`src/rtl/dlldel_code_ctrl.sv`:
```
// -----------------------------------------------------------------------------
// dlldel_code_ctrl
//
// Sequencing controller for one DLL delay element. Arbitrates between a
// calibration requester and a user/override requester, then slews the
// registered delay code one LSB at a time toward the granted target, holds a
// settle interval, and pulses o_done.
//
// Handshake: a requester raises i_*_req with a stable i_*_code and holds both
// until it sees its one-cycle o_*_gnt pulse. Requests are only considered in
// IDLE; while o_busy is high they wait. o_done pulses once per granted update.
//
// Ports:
//   i_clk       controller clock, rising edge
//   i_rstn      asynchronous active-low reset
//   i_cal_req   calibration request (held until o_cal_gnt)
//   i_cal_code  calibration target code
//   i_usr_req   user/override request (held until o_usr_gnt)
//   i_usr_code  user target code
//   i_freeze    pauses stepping and settle counting (grants still happen)
//   o_dcntl     registered delay code to the delay element (DCNTL)
//   o_cal_gnt   one-cycle pulse: calibration request accepted
//   o_usr_gnt   one-cycle pulse: user request accepted
//   o_busy      high in any state other than IDLE
//   o_done      one-cycle pulse: update complete and settled
//   o_owner     last-granted requester, 0 = cal, 1 = user
//   o_state     FSM state (0 IDLE, 1 SLEW, 2 SETTLE) for observation
// -----------------------------------------------------------------------------
module dlldel_code_ctrl #(
    parameter int                 CODE_W     = 6,
    parameter logic [CODE_W-1:0]  INIT_CODE  = '0,
    parameter int                 STEP_DIV   = 4,
    parameter int                 SETTLE_CYC = 8
) (
    input  logic              i_clk,
    input  logic              i_rstn,
    input  logic              i_cal_req,
    input  logic [CODE_W-1:0] i_cal_code,
    input  logic              i_usr_req,
    input  logic [CODE_W-1:0] i_usr_code,
    input  logic              i_freeze,
    output logic [CODE_W-1:0] o_dcntl,
    output logic              o_cal_gnt,
    output logic              o_usr_gnt,
    output logic              o_busy,
    output logic              o_done,
    output logic              o_owner,
    output logic [1:0]        o_state
);

    typedef enum logic [1:0] {
        ST_IDLE   = 2'd0,
        ST_SLEW   = 2'd1,
        ST_SETTLE = 2'd2
    } state_t;

    // Step fires when the counter already holds STEP_DIV-1, so the k-th step
    // lands exactly k*STEP_DIV edges after the grant edge.
    localparam logic [7:0] STEP_LAST   = 8'(STEP_DIV - 1);
    // SETTLE is entered one edge after the last step; finishing when the
    // counter holds SETTLE_CYC-2 puts DONE SETTLE_CYC edges after that step.
    localparam logic [7:0] SETTLE_LAST = (SETTLE_CYC > 1) ? 8'(SETTLE_CYC - 2) : 8'd0;

    state_t              r_state;
    state_t              w_state_nxt;
    logic [CODE_W-1:0]   r_dcntl;
    logic [CODE_W-1:0]   r_tgt;
    logic [7:0]          r_cnt;
    logic                r_owner;
    logic                r_cal_gnt;
    logic                r_usr_gnt;
    logic                r_done;

    logic                w_at_tgt;
    logic                w_grant;
    logic                w_pick_usr;
    logic                w_step;
    logic                w_finish;
    logic [7:0]          w_cnt_nxt;

    assign w_at_tgt = (r_dcntl == r_tgt);

    // ---------------------------------------------------------------- state reg
    always_ff @(posedge i_clk or negedge i_rstn) begin
        if (!i_rstn) begin
            r_state <= ST_IDLE;
        end else begin
            r_state <= w_state_nxt;
        end
    end

    // ---------------------------------------------------------------- next state
    always_comb begin
        w_state_nxt = r_state;
        case (r_state)
            ST_IDLE: begin
                if (i_cal_req || i_usr_req) w_state_nxt = ST_SLEW;
            end
            ST_SLEW: begin
                if (!i_freeze && w_at_tgt) w_state_nxt = ST_SETTLE;
            end
            ST_SETTLE: begin
                if (!i_freeze && (r_cnt == SETTLE_LAST)) w_state_nxt = ST_IDLE;
            end
            default: w_state_nxt = ST_IDLE;
        endcase
    end

    // ---------------------------------------------------------------- outputs / strobes
    always_comb begin
        w_grant    = 1'b0;
        w_pick_usr = 1'b0;
        w_step     = 1'b0;
        w_finish   = 1'b0;
        w_cnt_nxt  = r_cnt;
        o_busy     = (r_state != ST_IDLE);
        case (r_state)
            ST_IDLE: begin
                w_grant    = i_cal_req | i_usr_req;
                // On a tie the requester that did not win last time goes next.
                w_pick_usr = i_usr_req & (~i_cal_req | ~r_owner);
                w_cnt_nxt  = 8'd0;
            end
            ST_SLEW: begin
                if (!i_freeze) begin
                    if (w_at_tgt) begin
                        w_cnt_nxt = 8'd0;
                    end else if (r_cnt == STEP_LAST) begin
                        w_step    = 1'b1;
                        w_cnt_nxt = 8'd0;
                    end else begin
                        w_cnt_nxt = r_cnt + 8'd1;
                    end
                end
            end
            ST_SETTLE: begin
                if (!i_freeze) begin
                    if (r_cnt == SETTLE_LAST) begin
                        w_finish  = 1'b1;
                        w_cnt_nxt = 8'd0;
                    end else begin
                        w_cnt_nxt = r_cnt + 8'd1;
                    end
                end
            end
            default: w_cnt_nxt = 8'd0;
        endcase
    end

    // ---------------------------------------------------------------- datapath
    always_ff @(posedge i_clk or negedge i_rstn) begin
        if (!i_rstn) begin
            r_dcntl   <= INIT_CODE;
            r_tgt     <= INIT_CODE;
            r_cnt     <= 8'd0;
            r_owner   <= 1'b1;
            r_cal_gnt <= 1'b0;
            r_usr_gnt <= 1'b0;
            r_done    <= 1'b0;
        end else begin
            r_cnt     <= w_cnt_nxt;
            r_done    <= w_finish;
            r_cal_gnt <= w_grant & ~w_pick_usr;
            r_usr_gnt <= w_grant &  w_pick_usr;
            if (w_grant) begin
                r_tgt   <= w_pick_usr ? i_usr_code : i_cal_code;
                r_owner <= w_pick_usr;
            end
            // Only ever moves toward the target, so no wrap and no overshoot.
            if (w_step) begin
                if (r_tgt > r_dcntl) begin
                    r_dcntl <= r_dcntl + CODE_W'(1);
                end else begin
                    r_dcntl <= r_dcntl - CODE_W'(1);
                end
            end
        end
    end

    assign o_dcntl   = r_dcntl;
    assign o_cal_gnt = r_cal_gnt;
    assign o_usr_gnt = r_usr_gnt;
    assign o_done    = r_done;
    assign o_owner   = r_owner;
    assign o_state   = r_state;

endmodule
```
`config.mk`:
```
export PLATFORM = sky130hd
export DESIGN_NAME = dlldel_code_ctrl
export DESIGN_NICKNAME = d
export VERILOG_FILES = /design/src/rtl/dlldel_code_ctrl.sv
export SDC_FILE = /design/constraint.sdc
export NUM_CORES = 1
export LEC_CHECK = 0
export CAP_MARGIN = 20
export CORE_MARGIN = 2
export CORE_UTILIZATION = 42
export DETAILED_ROUTE_END_ITERATION = 8
export MAX_ROUTING_LAYER = met4
export PLACE_DENSITY = 0.73
export SLEW_MARGIN = 20
export SYNTH_ARGS = -nofsm -noshare
export SYNTH_HDL_FRONTEND = slang
export SYNTH_SLANG_ARGS = --single-unit
export TNS_END_PERCENT = 20
```
`constraint.sdc`:
```
create_clock -name i_clk -period 8.07 [get_ports i_clk]
set_clock_uncertainty 0.05 [all_clocks]
set_input_delay 0.807 -clock i_clk [delete_from_list [all_inputs] [get_ports i_clk]]
set_output_delay 0.807 -clock i_clk [all_outputs]
set_load 0.01 [all_outputs]
```
==> summary.md <==
| Metric | Value |
|---|---|
| Status | `complete, no violations` |
| Sequential Power Share | `0.301` |
| Clk pwr share | `0.124` |
| Vias per cell | `approximately 5.3` |
| Distinct cells, synth | `37` |
| Final GP Congestion | `approximately 0.86` |
| Clock Path Buffers | `2` |
| Yosys warns | `0` |
| First-pass iteration count of the detailed router | `4` |
| Switching Fraction | `0.411` |
| WL/cell | `~13 µm` |
| Power per Cell Area | `348 mW/mm²` |
| Clock Sink Count | `26` |
| Slew margin rel. | `0.350` |
| Max VDD drop | `between 0.15 and 0.2 mV` |
| # rows | `22` |
| CTS Buf Count | `3` |
| Hold_buf cts | `0` |
| Pin count of the biggest net entering global routing | `27` |
| Post-Syn Nets | `192` |
| Slew Viols, Final | `0` |
| Sequential area share after synthesis | `0.413` |
| Initial antenna violation count | `0` |
| PortBufs | `29` |
| Synthesized area | `around 0.0016 mm²` |
| Share of post-route cells with drive strength above 1 | `0.0789` |
| Die area | `roughly 0.0043 mm²` |
| Critical Path Fanout Max | `6` |
| GRT Overall Usage | `0.165` |
| Internal | `404 µW` |
| Min setup slack post-route | `around 5000 ps` |
| Core footprint | `~0.0036 mm²` |
| CP Class | `register to register` |
| Post-Route WL | `approximately 3100 µm` |
| Sw Pwr | `282 µW` |
| Antenna cells | `0` |
| Fill cells | `323` |
| Combinational fraction of design power | `0.575` |
| Worst slew pin tran | `~980 ps` |
| Die Width | `~65 µm` |
| F_max | `approximately 320 MHz` |
| Setup Buffers After CTS | `0` |
| R2R Setup Slk | `4960 ps` |
| Initial drt markers | `36` |
| Final setup fails | `0` |
| Starting density of the core | `0.434` |
| Vias post-DR | `around 1.3k` |
| Clock-pin slew on the worst setup and hold paths | `approximately 90 ps` |
| Area added between synthesis and finish | `24.7%` |
| Cell count after synthesis | `159` |
| Tcrit/Tclk final | `0.385` |
| Skew-Pair Late Insertion Delay | `approximately 270 ps` |
| Post-DRT Antenna Nets | `0` |
| Pre-CTS WS | `~5000 ps` |
| CP Capture Type | `register` |
| Required time worst endpoint | `about 8000 ps` |
| First-pass GRT wire length | `5400 µm` |
| Setup TNS | `0 ps` |
| Unrepaired setup endpoints after global routing | `no` |
| Vias in the first global route | `1,297` |
| Avg Inst Size Synth | `approximately 9.9 µm²` |
| TritonCTS clock tree | `built` |
| WP data arrival | `approximately 3300 ps` |
| Root Driver | `clkbuf_8` |
| Grt ovf | `0` |
| # H-tree levels | `1` |
| Maxcap violations | `0` |
| Post-CTS Resized | `0` |
| HPWL after detailed placement | `2500 µm` |
| LEAKAGE | `0.000879 µW` |
| Startpoint types | `register` |
| Final hold viol count | `0` |
| Register bit total from synthesis | `26` |
| Post-route minimum period | `~3100 ps` |
| Die height | `approximately 65 µm` |
| Boundary Pins | `30` |
| DRC | `0` |
| Post-layout nets | `about 220` |
| Worst Hold Class | `register to register` |
worst paths after layout:
kind,startpoint,end,depth (start not counted)
min in group asynchronous,i_rstn,o_dcntl[3]$_DFFE_PN0P_,2
worst max-delay path,o_dcntl[4]$_DFFE_PN0P_,o_dcntl[5]$_DFFE_PN0P_,11
worst max register to register,o_dcntl[4]$_DFFE_PN0P_,o_dcntl[5]$_DFFE_PN0P_,11
max in group asynchronous,i_rstn,o_owner$_DFFE_PN1P_,2
worst min-delay path,r_tgt[0]$_DFFE_PN0P_,r_tgt[0]$_DFFE_PN0P_,2
worst min register to register,r_tgt[0]$_DFFE_PN0P_,r_tgt[0]$_DFFE_PN0P_,2
layer usage:
metal	routed length, µm	GRT usage
met1	1330	0.191
met2	1650	0.290
met3	146	0.0462
met4	5	0.0286
met5	0	-
Yosys cell counts:
library cell / number / share of area
o22ai_1: 1 / 0.0040
xnor2_1: 4 / 0.022
a21boi_0: 1 / 0.0048
fa_1: 1 / 0.013
nor2_1: 6 / 0.014
a21oi_1: 12 / 0.038
a21o_1: 3 / 0.014
o31ai_1: 2 / 0.0095
nand4_1: 4 / 0.016
a211oi_1: 2 / 0.0095
buf_4: 1 / 0.0048
and3_2: 1 / 0.0048
or4_2: 1 / 0.0056
nand2b_1: 2 / 0.0079
o21ai_1: 1 / 0.0032
inv_1: 13 / 0.031
or2_2: 2 / 0.0079
ha_1: 15 / 0.12
buf_6: 1 / 0.0071
or2_1: 1 / 0.0040
nand3_1: 3 / 0.0095
xor2_1: 6 / 0.033
mux2_4: 1 / 0.0095
or4_4: 2 / 0.014
dfrtp_1: 25 / 0.40
and4bb_2: 1 / 0.0079
nor3_1: 2 / 0.0063
or2b_1: 1 / 0.0048
clkbuf_1: 1 / 0.0024
and4_1: 1 / 0.0056
a32oi_1: 1 / 0.0056
nand2_1: 14 / 0.033
dfstp_2: 1 / 0.017
o21a_1: 1 / 0.0048
mux2i_1: 8 / 0.051
a22oi_2: 1 / 0.0079
o21ai_0: 16 / 0.051
registers in the layout (all words and copies together), names as in the netlist:
register / count
o_cal_gnt: 1
o_usr_gnt: 1
o_dcntl: 6
o_owner: 1
r_cnt: 8
o_state: 2
r_tgt: 6
o_done: 1
metrics by stage:
step           total power (µW)  area [µm²]  hold WS, ps  cells  utilization
6_report                    686        1970          447    238        0.542
5_1_grt                     750        1970          491    238        0.542
4_1_cts                     692        1970          455    238        0.542
3_5_place_dp                605        1910          435    234        0.527
3_3_place_gp                583        1910          424    234        0.527
2_1_floorplan               478        1580          400    159            -
area by class of cell:
| cell class | instances | area (µm²) | share of cell area |
|---|---|---|---|
| Clock buffer | 4 | 55.1 | 0.0280 |
| Inverter | 13 | 48.8 | 0.0248 |
| Timing Repair Buffer | 30 | 298 | 0.151 |
| Multi-Input combinational cell | 117 | 855 | 0.434 |
| Sequential cell | 26 | 652 | 0.331 |
| Tap cell | 48 | 60.1 | 0.0305 |
power groups by stage:
stage                     registers, µW  logic (µW)  clock network [µW]
after global placement              207         376                   0
final                               207         394                85.1
after global routing                212         445                91.9
after detailed placement            210         395                   0
after CTS                           207         398                86.6
after floorplan                     212         267                   0
cells in the final DEF (no fill, tap or decap), types with 3 or more instances in the layout:
cell             synthesis  final
a21o_1                   3      3
a21oi_1                 12     12
clkbuf_8                 0      4
clkdlybuf4s50_1          0     29
dfrtp_1                 25     25
ha_1                    15     15
inv_1                   13     13
mux2i_1                  8      8
nand2_1                 14     14
nand3_1                  3      3
nand4_1                  4      4
nor2_1                   6      6
o21ai_0                 16     15
xnor2_1                  4      4
xor2_1                   6      6
worst max-delay path, stage by stage, from the launching register on:
cell	delay (ps)
dfrtp_1	410
inv_1	60
ha_1	330
a21oi_1	120
a21boi_0	90
o31ai_1	720
ha_1	390
a211oi_1	200
o21ai_0	130
and4bb_2	230
mux2i_1	170
xnor2_1	140
logic make-up (layout without fill, tap and decap cells):
kind of cell / after synthesis / count (layout) / share of synthesized area
AOI/OAI and AO/OA: 41 / 41 / 0.152
and+or+nand+nor: 41 / 41 / 0.142
DFF: 26 / 26 / 0.413
adders and majority gates: 16 / 16 / 0.132
buffers and inverters: 16 / 47 / 0.0452
xor gates and xnor gates: 10 / 10 / 0.0555
muxes: 9 / 9 / 0.0603
No activity file was read; power rests on OpenSTA's default activity.
==> patch: new RTL, same settings <==
Set the parameter `SETTLE_CYC` to 6 (it was 8).
--- a/src/rtl/dlldel_code_ctrl.sv
+++ b/src/rtl/dlldel_code_ctrl.sv
@@ -31,5 +31,5 @@
     parameter logic [CODE_W-1:0]  INIT_CODE  = '0,
     parameter int                 STEP_DIV   = 4,
-    parameter int                 SETTLE_CYC = 8
+    parameter int                 SETTLE_CYC = 6
 ) (
     input  logic              i_clk,
Formal check against the unedited RTL: not equivalent (a bounded check fails within 10 cycles, from zero or initial values and one cycle with i_rstn low).
==> patch against the original RTL <==
Sequential cell count unchanged; synthesized area down 1.4%; cell count up 1.7%; via count down 1.3%; die area down 1.3%; cell area down 0.95%; power down 2.0%; synthesized cell count up 1.3%; wire length down 2.2%; first-iteration DRC count down 31%; count of clock-buffer cells in the layout unchanged; sequential share of layout area up 0.32 points; setup slack better by 180 ps; critical path type unchanged; highest routed layer unchanged.
==> patch: results <==
group,metric,value,unit
outcome,status,"finished clean",
routing,drt_iter0_drc,25,
yosys,ys_warn_count,0,
worst_setup_path,r2r-end,"o_dcntl[5]",
yosys,synth_common_cells,"25 x dfrtp_1, 19 x inv_1, 15 x ha_1",
hold_path,min_to,"r_tgt[3]",
routing,drt_wl_total,3060,um
clock_tree,cts-root-buf,"clkbuf_8",
timing,relSlewSlack,0.563,
hold_path,holdPathStages,2,
routing,wl_met1,1420,um
worst_setup_path,rrSetupSlack,5140,ps
routing,wl_met3,114,um
global_route,grt_use_met1,0.193,
yosys,syn_inst,161,
power_and_ir_drop,combPwrFrac,0.590,
hold_path,holdCritPathClass,"flip-flop to flip-flop",
global_route,grt_pass1_vias,1257,
global_route,grt_pass1_wl,5280,um
yosys,synth_area_leaders,"dfrtp_1 40%, ha_1 12%, inv_1 4.6%",
worst_setup_path,r2r_start,"o_dcntl[4]",
timing,holdWs,439,ps
worst_setup_path,worstRegToRegCells,13,
worst_setup_path,cpMaxStageDelayCell,"dfrtp_1",
clock_tree,htreeDepth,1,
routing,wl_met2,1440,um
hold_path,min_from,"r_tgt[3]",
power_and_ir_drop,leakage,0.860,nW
worst_setup_path,cp.arrival,3040,ps
global_route,grt_util_met3,0.0208,
worst_setup_path,cpPeakStageDelay,390,ps
power_and_ir_drop,vdd_ir_drop_max,0.171,mV
placed_design,hpwl,2410,um
layout,layout.nets,228,
routing,avgViaCountPerCell,5.15,
placed_design,pre_cts_slack,5160,ps
yosys,ys_seq_area_frac,0.419,
layout,largest_reg_flops,8,
power_and_ir_drop,p_int,397,uW
placed_design,dp.cells,238,
yosys,syn_nets,194,
placed_design,placed_cell_area,1900,um^2
worst_setup_path,cp_max_fo,4,
power_and_ir_drop,power_switching,275,uW
yosys,async_reset_ff_frac,1.00,
routing,wl_per_cell,12.6,um
layout,fill_cells,326,
global_route,grt_use_total,0.166,
layout,final_layout_size_suffix_gt1_frac,0.0722,
yosys,synth_cell_type_count,35,
power_and_ir_drop,powerClk,74.6,uW
placed_design,place.gp.congestion,0.891,
global_route,grt_use_met2,0.271,
[patch: layout make-up]
type                            instances  area, um^2  area share
Timing Repair Buffer                   30         293       0.150
Tap cell                               48        60.1      0.0308
Sequential cell                        26         652       0.334
Clock buffer                            4        45.0      0.0231
Inverter                               19        71.3      0.0366
Multi-Input combinational cell        115         828       0.425
[patch: how the worst max path moves through the flow]
stage                     startpoint         end  slack (ps)  depth (start not counted)
after floorplan           o_dcntl[4]  o_dcntl[5]        5360                         13
after global routing      o_dcntl[4]  o_dcntl[5]        4930                         13
after CTS                 o_dcntl[4]  o_dcntl[5]        5140                         13
final                     o_dcntl[4]  o_dcntl[5]        5140                         13
after detailed placement  o_dcntl[4]  o_dcntl[5]        5160                         13
after global placement    o_dcntl[3]  o_dcntl[5]        5290                         13
[patch: logic make-up after synthesis]
logic type | share of synthesized area
compound gates | 0.149
xor+xnor | 0.0619
fa+ha+maj | 0.134
buf+inv | 0.0483
flops | 0.419
mux | 0.0451
simple gates | 0.143
